--- src/rtl/instr_issuer.sv ---
// Host-side issuer for the compute unit: assembles instruction bytes into a FIFO,
// issues bursts one per cycle, and returns each result tagged with its target register.
module instr_issuer #(
    parameter int DEPTH      = 8,
    parameter int RESULT_LAT = 1
) (
    input  logic        clk,
    input  logic        rst_n,
    input  logic        ena,
    input  logic [7:0]  byte_in,
    input  logic        byte_valid,
    output logic        byte_ready,
    input  logic        run,
    output logic [15:0] instr_out,
    output logic        instr_valid,
    input  logic [7:0]  result_in,
    output logic [7:0]  result_out,
    output logic [3:0]  result_tag,
    output logic        result_valid,
    output logic        busy,
    output logic        empty,
    output logic        full,
    output logic        ovf_err
);
    localparam int AW = $clog2(DEPTH);
    localparam int CW = AW + 1;

    typedef enum logic [1:0] {IDLE, ISSUE, DRAIN} state_t;

    state_t          state_q, state_d;
    logic [2:0]      drain_q;
    logic            issuing;
    logic            phase_lo;
    logic [7:0]      hi_byte;
    logic [15:0]     mem [DEPTH];
    logic [AW-1:0]   wr_ptr, rd_ptr;
    logic [CW-1:0]   count, count_next;
    logic            full_q, empty_q, ovf_q;
    logic            push, pop;
    logic [15:0]     instr_q;
    logic            instr_vld_q;
    logic [RESULT_LAT-1:0] vld_p;
    logic [3:0]      tag_p [RESULT_LAT];
    logic [7:0]      result_q;
    logic [3:0]      tag_q;
    logic            res_vld_q;

    // A byte is accepted only when the FIFO has room; the low byte completes an entry.
    assign push = ena & byte_valid & ~full_q & phase_lo;
    assign pop  = ena & issuing & ~empty_q;

    always_ff @(posedge clk or negedge rst_n) begin
        if (!rst_n) begin
            phase_lo <= 1'b0;
            hi_byte  <= 8'h00;
            ovf_q    <= 1'b0;
        end else if (ena && byte_valid) begin
            if (full_q) begin
                ovf_q <= 1'b1;
            end else if (!phase_lo) begin
                hi_byte  <= byte_in;
                phase_lo <= 1'b1;
            end else begin
                phase_lo <= 1'b0;
            end
        end
    end

    always_ff @(posedge clk) begin
        if (push) begin
            mem[wr_ptr] <= {hi_byte, byte_in};
        end
    end

    always_comb begin
        count_next = count;
        if (push && !pop) begin
            count_next = count + 1'b1;
        end else if (pop && !push) begin
            count_next = count - 1'b1;
        end
    end

    always_ff @(posedge clk or negedge rst_n) begin
        if (!rst_n) begin
            wr_ptr  <= '0;
            rd_ptr  <= '0;
            count   <= '0;
            full_q  <= 1'b0;
            empty_q <= 1'b1;
        end else if (ena) begin
            if (push) wr_ptr <= wr_ptr + 1'b1;
            if (pop)  rd_ptr <= rd_ptr + 1'b1;
            count   <= count_next;
            full_q  <= (count_next == CW'(DEPTH));
            empty_q <= (count_next == '0);
        end
    end

    always_ff @(posedge clk or negedge rst_n) begin
        if (!rst_n) begin
            state_q <= IDLE;
            drain_q <= 3'd0;
        end else if (ena) begin
            state_q <= state_d;
            drain_q <= (state_q == DRAIN) ? drain_q + 3'd1 : 3'd0;
        end
    end

    // A push landing in the same cycle as the last pop keeps the burst going.
    always_comb begin
        state_d = state_q;
        case (state_q)
            IDLE:    if (run && !empty_q) state_d = ISSUE;
            ISSUE:   if (count == CW'(1) && !push) state_d = DRAIN;
            DRAIN:   if (drain_q == 3'(RESULT_LAT)) state_d = IDLE;
            default: state_d = IDLE;
        endcase
    end

    always_comb begin
        busy    = (state_q != IDLE);
        issuing = (state_q == ISSUE);
    end

    // Issue stage: popped head or a no-op when nothing is popped.
    always_ff @(posedge clk or negedge rst_n) begin
        if (!rst_n) begin
            instr_q     <= 16'h0000;
            instr_vld_q <= 1'b0;
        end else if (ena) begin
            instr_q     <= pop ? mem[rd_ptr] : 16'h0000;
            instr_vld_q <= pop;
        end
    end

    // Result tracking: valid/tag follow each issued instruction for RESULT_LAT cycles.
    always_ff @(posedge clk or negedge rst_n) begin
        if (!rst_n) begin
            vld_p <= '0;
            for (int i = 0; i < RESULT_LAT; i++) tag_p[i] <= 4'h0;
            result_q  <= 8'h00;
            tag_q     <= 4'h0;
            res_vld_q <= 1'b0;
        end else if (ena) begin
            vld_p[0] <= instr_vld_q;
            tag_p[0] <= instr_q[11:8];
            for (int i = 1; i < RESULT_LAT; i++) begin
                vld_p[i] <= vld_p[i-1];
                tag_p[i] <= tag_p[i-1];
            end
            res_vld_q <= vld_p[RESULT_LAT-1];
            if (vld_p[RESULT_LAT-1]) begin
                result_q <= result_in;
                tag_q    <= tag_p[RESULT_LAT-1];
            end
        end
    end

    assign byte_ready   = ~full_q;
    assign full         = full_q;
    assign empty        = empty_q;
    assign ovf_err      = ovf_q;
    assign instr_out    = instr_q;
    assign instr_valid  = instr_vld_q;
    assign result_out   = result_q;
    assign result_tag   = tag_q;
    assign result_valid = res_vld_q & ena;
endmodule
--- config.mk ---
export PLATFORM = sky130hd
export DESIGN_NAME = instr_issuer
export DESIGN_NICKNAME = d
export VERILOG_FILES = /design/src/rtl/instr_issuer.sv
export SDC_FILE = /design/constraint.sdc
export NUM_CORES = 1
export LEC_CHECK = 0
export CAP_MARGIN = 20
export CORE_MARGIN = 4
export CORE_UTILIZATION = 35
export CTS_BUF_LIST = sky130_fd_sc_hd__clkbuf_8
export CTS_CLUSTER_SIZE = 16
export DETAILED_ROUTE_END_ITERATION = 8
export SLEW_MARGIN = 20
export SYNTH_ARGS = -nofsm -noshare
export SYNTH_HDL_FRONTEND = slang
export SYNTH_SLANG_ARGS = --single-unit
--- constraint.sdc ---
create_clock -name clk -period 3.4 [get_ports clk]
set_input_delay 1.02 -clock clk [delete_from_list [all_inputs] [get_ports clk]]
set_output_delay 1.02 -clock clk [all_outputs]
set_load 0.01 [all_outputs]
Yosys cells after proc, flatten, opt, wreduce, memory -nomap -nowiden
Memories as Yosys holds them, arrays and structs flattened. Cells that the tools add are included.

Bits in writable memories: 128. Logic and storage cells: 69. Bits of input ports: 21. Flip-flop bits (word level): 62. Memories: 1. Output and inout port bits: 35.

Memory list: mem (depth 8, bits a word 16, rd ports 1, clocked after memory_dff 0, write ports 1, RTL line 35) `logic [15:0] mem [DEPTH];`.

Add/subtract/negate cells: 5. Mux-type cells: 11. Bitwise logic cells: 9. Reduce and logical (&&, ||, !) cells: 18. Equal/unequal tests: 8.

Operators with widths (number): $mux 16 (1); $reduce_and 2->1 (5); $add 3x1->3 const B (3); $mux 4 (2); $and 1x1->1 (6); $mux 2 (3); $pmux 2 s3 (1); $logic_and 1x1->1 (5); $add 4x1->4 const B (1); $eq 4x1->1 const B (1); $eq 4x4->1 const B (1); $logic_not 4->1 (1); $ne 2x1->1 const B (2); $reduce_and 4->1 (1); $sub 4x1->4 const B (1); $eq 3x1->1 const B (1); $logic_not 1->1 (3); $mux 1 (3); $mux 3 (1); $not 1->1 (3); $reduce_and 3->1 (1); $eq 2x1->1 const B (1); $eq 2x2->1 const B (1); $logic_not 2->1 (1); 2 further kinds (2).

Logic depth before layout (Yosys ltp)
Gate-level depths: netlist of run 1.

Depth after elaboration: 8. Mapped depth: 7. Depth with buffers taken out: 6.

Least setup slack after synthesis of run 1
Ideal clock, no wire load.

Path type: in2reg. Start point: in byte_valid. End point: mem mem[0][0] (enable). Arrival: 2.912 ns. Library setup time: 0.430 ns. Data required time: 2.970 ns. Cell stages on the path: 3. Slack: 0.058 ns. Buffers on the path: 1. Cell sequence: nand4b_1 buf_2 nor4_1.

Longest elaborated chain between the ends: 5.

RTL lines: start: declaration (RTL line 11) `input logic byte_valid,`; $and 1x1->1 (3 in series) (RTL line 49) `assign push = ena & byte_valid & ~full_q & phase_lo;`; $mux 1 (RTL line 70) `if (push) begin`; $mux 1 (not written as such) (RTL line 71) `mem[wr_ptr] <= {hi_byte, byte_in};`; end: declaration (RTL line 35).

Every way passes these cells.

Worst setup path after layout of run 1
Start point: in ena. End point: out result_valid.

Longest elaborated chain between the ends: 1.

RTL lines: start: declaration (RTL line 9) `input logic ena,`; $and 1x1->1 (RTL line 168) `assign result_valid = res_vld_q & ena;`; end: declaration (RTL line 19) `output logic result_valid,`.

Every way passes these cells.

==> results of run 1 <==
cells by family after synthesis:
group	Yosys count	share of synthesized area (%)
mux	75	16.0
fa+ha+maj	7	1.19
flops	190	73.0
simple gates	43	3.10
xor+xnor	7	0.830
buf+inv	31	1.85
compound gates	37	3.98
worst paths after layout:
check                                      to       from  cells past startpoint  slack [ns]
worst max-delay path             result_valid        ena                      4        0.11
worst min-delay path                  ovf_err    ovf_err                      1        0.48
worst max register to register  instr_out[15]  rd_ptr[1]                      3        1.50
worst min register to register        ovf_err    ovf_err                      1        0.48
max in group asynchronous               empty      rst_n                      2        2.15
min in group asynchronous            count[3]      rst_n                      1        0.57
report_power, final:
part | total, uW | internal, uW | switching (uW)
Sequential | 3490 | 2990 | 499
Clock | 1390 | 591 | 800
Combinational | 1980 | 1160 | 821
layout make-up:
type                    count  share of cell area [%]
repair buffers             73                    8.85
multi-input cells         169                    21.4
flip-flops and latches    190                    61.2
well taps                 270                    3.83
clock buffers              17                    2.65
inverters                  12                   0.511
clock inverters            15                    1.56
flip-flops by register name, indices dropped and copies added (netlist names):
name,flops
instr_out,16
res_vld_q,1
drain_q,3
result_tag,4
mem,128
count,4
result_out,8
vld_p,1
state_q,2
empty,1
wr_ptr,3
rd_ptr,3
phase_lo,1
tag_p,4
ovf_err,1
hi_byte,8
instr_valid,1
full,1
metrics by stage:
step | hold slack [ns] | worst slack, ns | std cells | cell area [sq um] | power [uW]
global placement | 0.461 | 0.0994 | 714 | 8450 | 5490
CTS | 0.486 | 0.0848 | 746 | 8820 | 6960
floorplan | 0.477 | 0.0576 | 390 | 7390 | 4660
finish | 0.480 | 0.111 | 746 | 8820 | 6860
global route | 0.519 | 0.0350 | 746 | 8820 | 7270
detailed placement | 0.461 | 0.0978 | 714 | 8450 | 5560
layer usage:
layer  global-route usage (%)  up-vias
met3                     3.36       21
met5                        0        -
met4                     3.90        0
met2                     20.1       86
li1                         -     1676
met1                     16.8     1961
cell usage in the layout (no fill, tap or decap), types with 2 or more instances in the layout:
cell / instances
a21oi_1: 2
buf_12: 8
buf_4: 10
clkbuf_8: 17
clkdlybuf4s50_1: 54
clkinv_1: 2
clkinv_2: 3
clkinv_4: 4
dfrtp_1: 59
dfrtp_2: 2
edfxtp_1: 128
ha_1: 7
inv_1: 11
inv_6: 4
mux2_2: 27
mux2i_1: 16
mux4_2: 32
nand2_1: 11
nand2b_1: 5
nand3_1: 5
nor2_1: 8
nor3_2: 5
o21ai_0: 6
o22ai_1: 4
o2bb2ai_1: 16
o32ai_1: 2
xnor2_1: 6
critical path, cell delays in order:
cell,delay [ns]
clkdlybuf4s50_1,0.50
clkinv_1,0.09
nor2_1,0.11
clkdlybuf4s50_1,0.55
==> run metrics, run 1 <==
net count of the mapped netlist=418; Rel. slew slack=24.3%; Max Buffers Root-to-Sink=2; height of the chip=153 microns; CTS-repair resized insts=0; proportion of netlist area held by the largest area contributor=52.0%; number of inserted diodes=0; fraction of the core area covered by cells at the end of the flow=43.0%; number of remaining DRC errors=0; CP startpoint kind=input pin; total of max-cap violations=0; PortBufs=55; initial antenna violation count=0; Synth async-reset ratio=32.6%; count of endpoints failing setup in the final report=0; routed wl met3=698 microns; register area share after synthesis=73.0%; # hold bufs at CTS=0; share of the cycle needed by the critical path after routing=96.7%; final weighted congestion in routability-driven placement=0.744; Antenna Violating Nets Remaining=0; CP required=2.38 ns; Synth warnings=0; library cell with the highest instance count after synthesis=edfxtp_1; floorplan die area=23500 sq um; Num Clock Sinks=190; pin slew with the least headroom to its limit=1.14 ns; pin count of the biggest net entering global routing=42; register bit count reported by yosys=190; unrepaired setup endpoints after global routing=no; FILL cells=1797; sum of routed wire segments on met1=6.52 mm; Core ar.=20500 sq um; vias in the first global route=3802; Pre-antenna DRT Iters=4; cells taking the most area after synthesis=edfxtp_1, dfrtp_1, mux4_2; level count of the clock H-tree=4; number of DRC violations after detailed-routing iteration 0=204; met2 layer wire length in the routed design=6.91 mm; count of cell types in the netlist=40; class of the tightest hold or removal check=reg2reg; via count normalized by instance count=5.02; post-synthesis area per instance=18.9 sq um; Total Wirelength=14.3 mm; outcome=finished clean; TritonCTS clock tree=built; initial cell density of the core=36.1%; Root Buffer=clkbuf_8; standard-cell row count=52; Leakage Power=0.00313 uW; num ports=56; number of buffers added by the clock tree synthesis step=17; critical path type=in2out; FMAX=304 MHz; global routing usage summed across all routing layers=12.5%; Total Negative Setup Slacks=0 ns; final worst clock skew=0.0119 ns; total area of sequential cells=5400 sq um; Clock Pin Slew Worst Setup and Hold Paths=0.09 ns; Power Dens Cells=778 nW/um^2; leading post-synthesis cells by instance count=edfxtp_1, dfrtp_1, mux4_2; Post-Syn Area=7390 sq um; Worst EP arrival=2.27 ns; highest routed metal layer=met4; # Post-CTS Setup Buffers=0; grt total ovfl=0; post-layout net count=491; flip-flop cell with the highest count after synthesis=edfxtp_1; largest voltage drop on the vdd net=0.304 mV; number of standard cells after synthesis=390; post-layout min period=3.29 ns; clock latency on the worst-skew pair=0.46 ns; number of flops mapped to enable cells by yosys=128; Fin. Hold Viols=0; horizontal die dimension=153 microns; area of the multi-input gates=1880 sq um; max-slew violation count=0; layout overhead on the synthesized area=19.3%; total half-perimeter wirelength after legalization and detailed placement=8.55 mm; kind of capture point of the worst setup path=output port; routed len/inst=19.2 microns; cell type with the highest aggregate area in the netlist=edfxtp_1; vias post-DR=3744; first-pass GRT wire length=22.3 mm; maximum fanout along the worst path=2; fraction of final layout cells sized beyond drive strength 1=25.4%
Note: power is estimated with default switching activity, not from simulation.
==> run 2, diff against run 1 <==
Settings changed: CTS_CLUSTER_DIAMETER set to 80.
Clock period 3.4 ns to 3.5 ns, I/O delays scaled along.
==> run 2 against run 1 <==
Sequential share of layout area is essentially flat. Core utilization is essentially flat. Combinational power shrank 4%. Non-clock buffer count shrank 2. Clock power grew 5%. First-iteration DRC count grew 13%. Worst setup slack gained 0.041 ns. Largest cell class unchanged. Largest power group unchanged.
==> run metrics, run 2 (synthesis results as in run 1) <==
TritonCTS clock tree=built (unchanged); delay of the slowest critical-path stage=0.55 ns (about the same); post-layout min period=3.35 ns; total of max-cap violations=0 (unchanged); PortBufs=55 (unchanged); class of the tightest hold or removal check=reg2reg (unchanged); via count normalized by instance count=4.96 (was 5.02); area of the multi-input gates=1880 sq um (unchanged); most flop-heavy register=mem (unchanged); horizontal die dimension=153 microns (unchanged); Worst Reg2Reg Path Length in Cells=3 (unchanged); Root Buffer=clkbuf_8 (unchanged); number of flip-flops in the largest register=128 (unchanged); standard-cell row count=52 (unchanged); initial antenna violation count=0 (unchanged); # Post-CTS Setup Buffers=0 (unchanged); floorplan die area=23500 sq um (unchanged); most common cell after layout, fill and taps aside=edfxtp_1 (unchanged); kind of capture point of the worst setup path=output port (unchanged); slowest CP cell=clkdlybuf4s50_1 (unchanged); Leakage Power=0.00312 uW (was 0.00313 uW); vias post-DR=3689 (was 3744); number of inserted diodes=0 (unchanged); max-slew violation count=0 (unchanged); total half-perimeter wirelength after legalization and detailed placement=8.73 mm (was 8.55 mm); fraction of the core area covered by cells at the end of the flow=43.0% (about the same); global routing usage summed across all routing layers=12.7% (was 12.5%); Pre-antenna DRT Iters=7 (was 4); Worst EP arrival=2.30 ns (was 2.27 ns); critical path's most frequent cell=clkdlybuf4s50_1 (unchanged); pin slew with the least headroom to its limit=0.899 ns (was 1.14 ns); Max Buffers Root-to-Sink=2 (unchanged); Reg2Reg Launch Point=rd_ptr[1] (unchanged); pin count of the biggest net entering global routing=42 (unchanged); Worst Hold Depth=1 (unchanged); initial cell density of the core=36.1% (unchanged); FILL cells=1792 (was 1797); register-to-register path setup slack=1.63 ns (was 1.50 ns); Num Clock Sinks=190 (unchanged); fraction of final layout cells sized beyond drive strength 1=25.3% (was 25.4%); num ports=56 (unchanged); beginning of the critical path=ena (unchanged); height of the chip=153 microns (unchanged); Power Dens Cells=766 nW/um^2 (was 778 nW/um^2); Clock Pin Slew Worst Setup and Hold Paths=0.09 ns (about the same); Total Wirelength=14.3 mm (about the same); Antenna Violating Nets Remaining=0 (unchanged); CTS-repair resized insts=0 (unchanged); FMAX=299 MHz; Core ar.=20500 sq um (unchanged); reg2reg end=instr_out[2] (was instr_out[15]); layout overhead on the synthesized area=19.3% (about the same); Fin. Hold Viols=0 (unchanged); share of the cycle needed by the critical path after routing=95.7%; critical path type=in2out (unchanged); startpoint of the most critical hold path=ovf_err (unchanged); final worst clock skew=0.0123 ns (was 0.0119 ns); largest voltage drop on the vdd net=0.258 mV (was 0.304 mV); # hold bufs at CTS=0 (unchanged); clock latency on the worst-skew pair=0.46 ns (about the same); number of buffers added by the clock tree synthesis step=17 (unchanged); count of endpoints failing setup in the final report=0 (unchanged); routed len/inst=19.2 microns (about the same); total area of sequential cells=5400 sq um (about the same); unrepaired setup endpoints after global routing=no (unchanged); Rel. slew slack=40.1% (was 24.3%); top library cells by usage in the layout, fill and taps aside=edfxtp_1, dfrtp_1, clkdlybuf4s50_1, mux4_2, mux2_2 (unchanged); CP startpoint kind=input pin (unchanged); Total Negative Setup Slacks=0 ns (unchanged); cells along the critical path=clkdlybuf4s50_1 > clkinv_1 > nor2_1 > clkdlybuf4s50_1 (unchanged); outcome=finished clean (unchanged); final weighted congestion in routability-driven placement=0.738 (was 0.744); number of DRC violations after detailed-routing iteration 0=230 (was 204); maximum fanout along the worst path=2 (unchanged); grt total ovfl=0 (unchanged); Worst Hold End=ovf_err (unchanged); level count of the clock H-tree=4 (unchanged); vias in the first global route=3779 (was 3802); first-pass GRT wire length=22.7 mm (was 22.3 mm); post-layout net count=489 (was 491); number of remaining DRC errors=0 (unchanged); CP required=2.45 ns (was 2.38 ns)
[run 2: stage by stage]
step	area, sq um	power (uW)	std cells	worst slack, ns	hold WS [ns]
final	8810	6750	744	0.152	0.480
after global routing	8810	7170	744	0.0356	0.526
after CTS	8810	6860	744	0.125	0.485
after detailed placement	8410	5390	712	0.136	0.461
after global placement	8410	5320	712	0.140	0.461
after floorplan	7390	4530	390	0.128	0.477
[run 2: worst max path at each step]
stage / to / slack (ns) / cells after the start
4_1_cts: result_valid / 0.12 / 4
6_report: result_valid / 0.15 / 4
2_1_floorplan: mem[0][0] / 0.13 / 3
3_3_place_gp: result_valid / 0.14 / 4
5_1_grt: result_valid / 0.04 / 4
3_5_place_dp: result_valid / 0.14 / 4
[run 2: layer usage]
layer | wire length (microns) | global-route usage [%] | vias to the layer above
met1 | 6520 | 17.5 | 1931
met2 | 6910 | 19.9 | 84
met3 | 724 | 3.93 | 12
met4 | 125 | 2.80 | 0
li1 | - | - | 1662
met5 | 0 | 0 | -
[run 2: critical path, delay by kind of cell]
family,cells,cell delay [ns]
buf+inv,3,1.14
simple gates,1,0.11
[run 2: power breakdown]
part / internal, uW / total (uW) / switching, uW
clock network: 704 / 1460 / 753
logic: 1110 / 1900 / 794
registers: 2900 / 3400 / 492
[run 2: cell type report]
type	instances	share of cell area [%]
Multi-Input combinational cell	169	21.4
Clock inverter	15	1.95
Timing Repair Buffer	71	8.41
Sequential cell	190	61.3
Inverter	12	0.511
Clock buffer	17	2.66
Tap cell	270	3.83
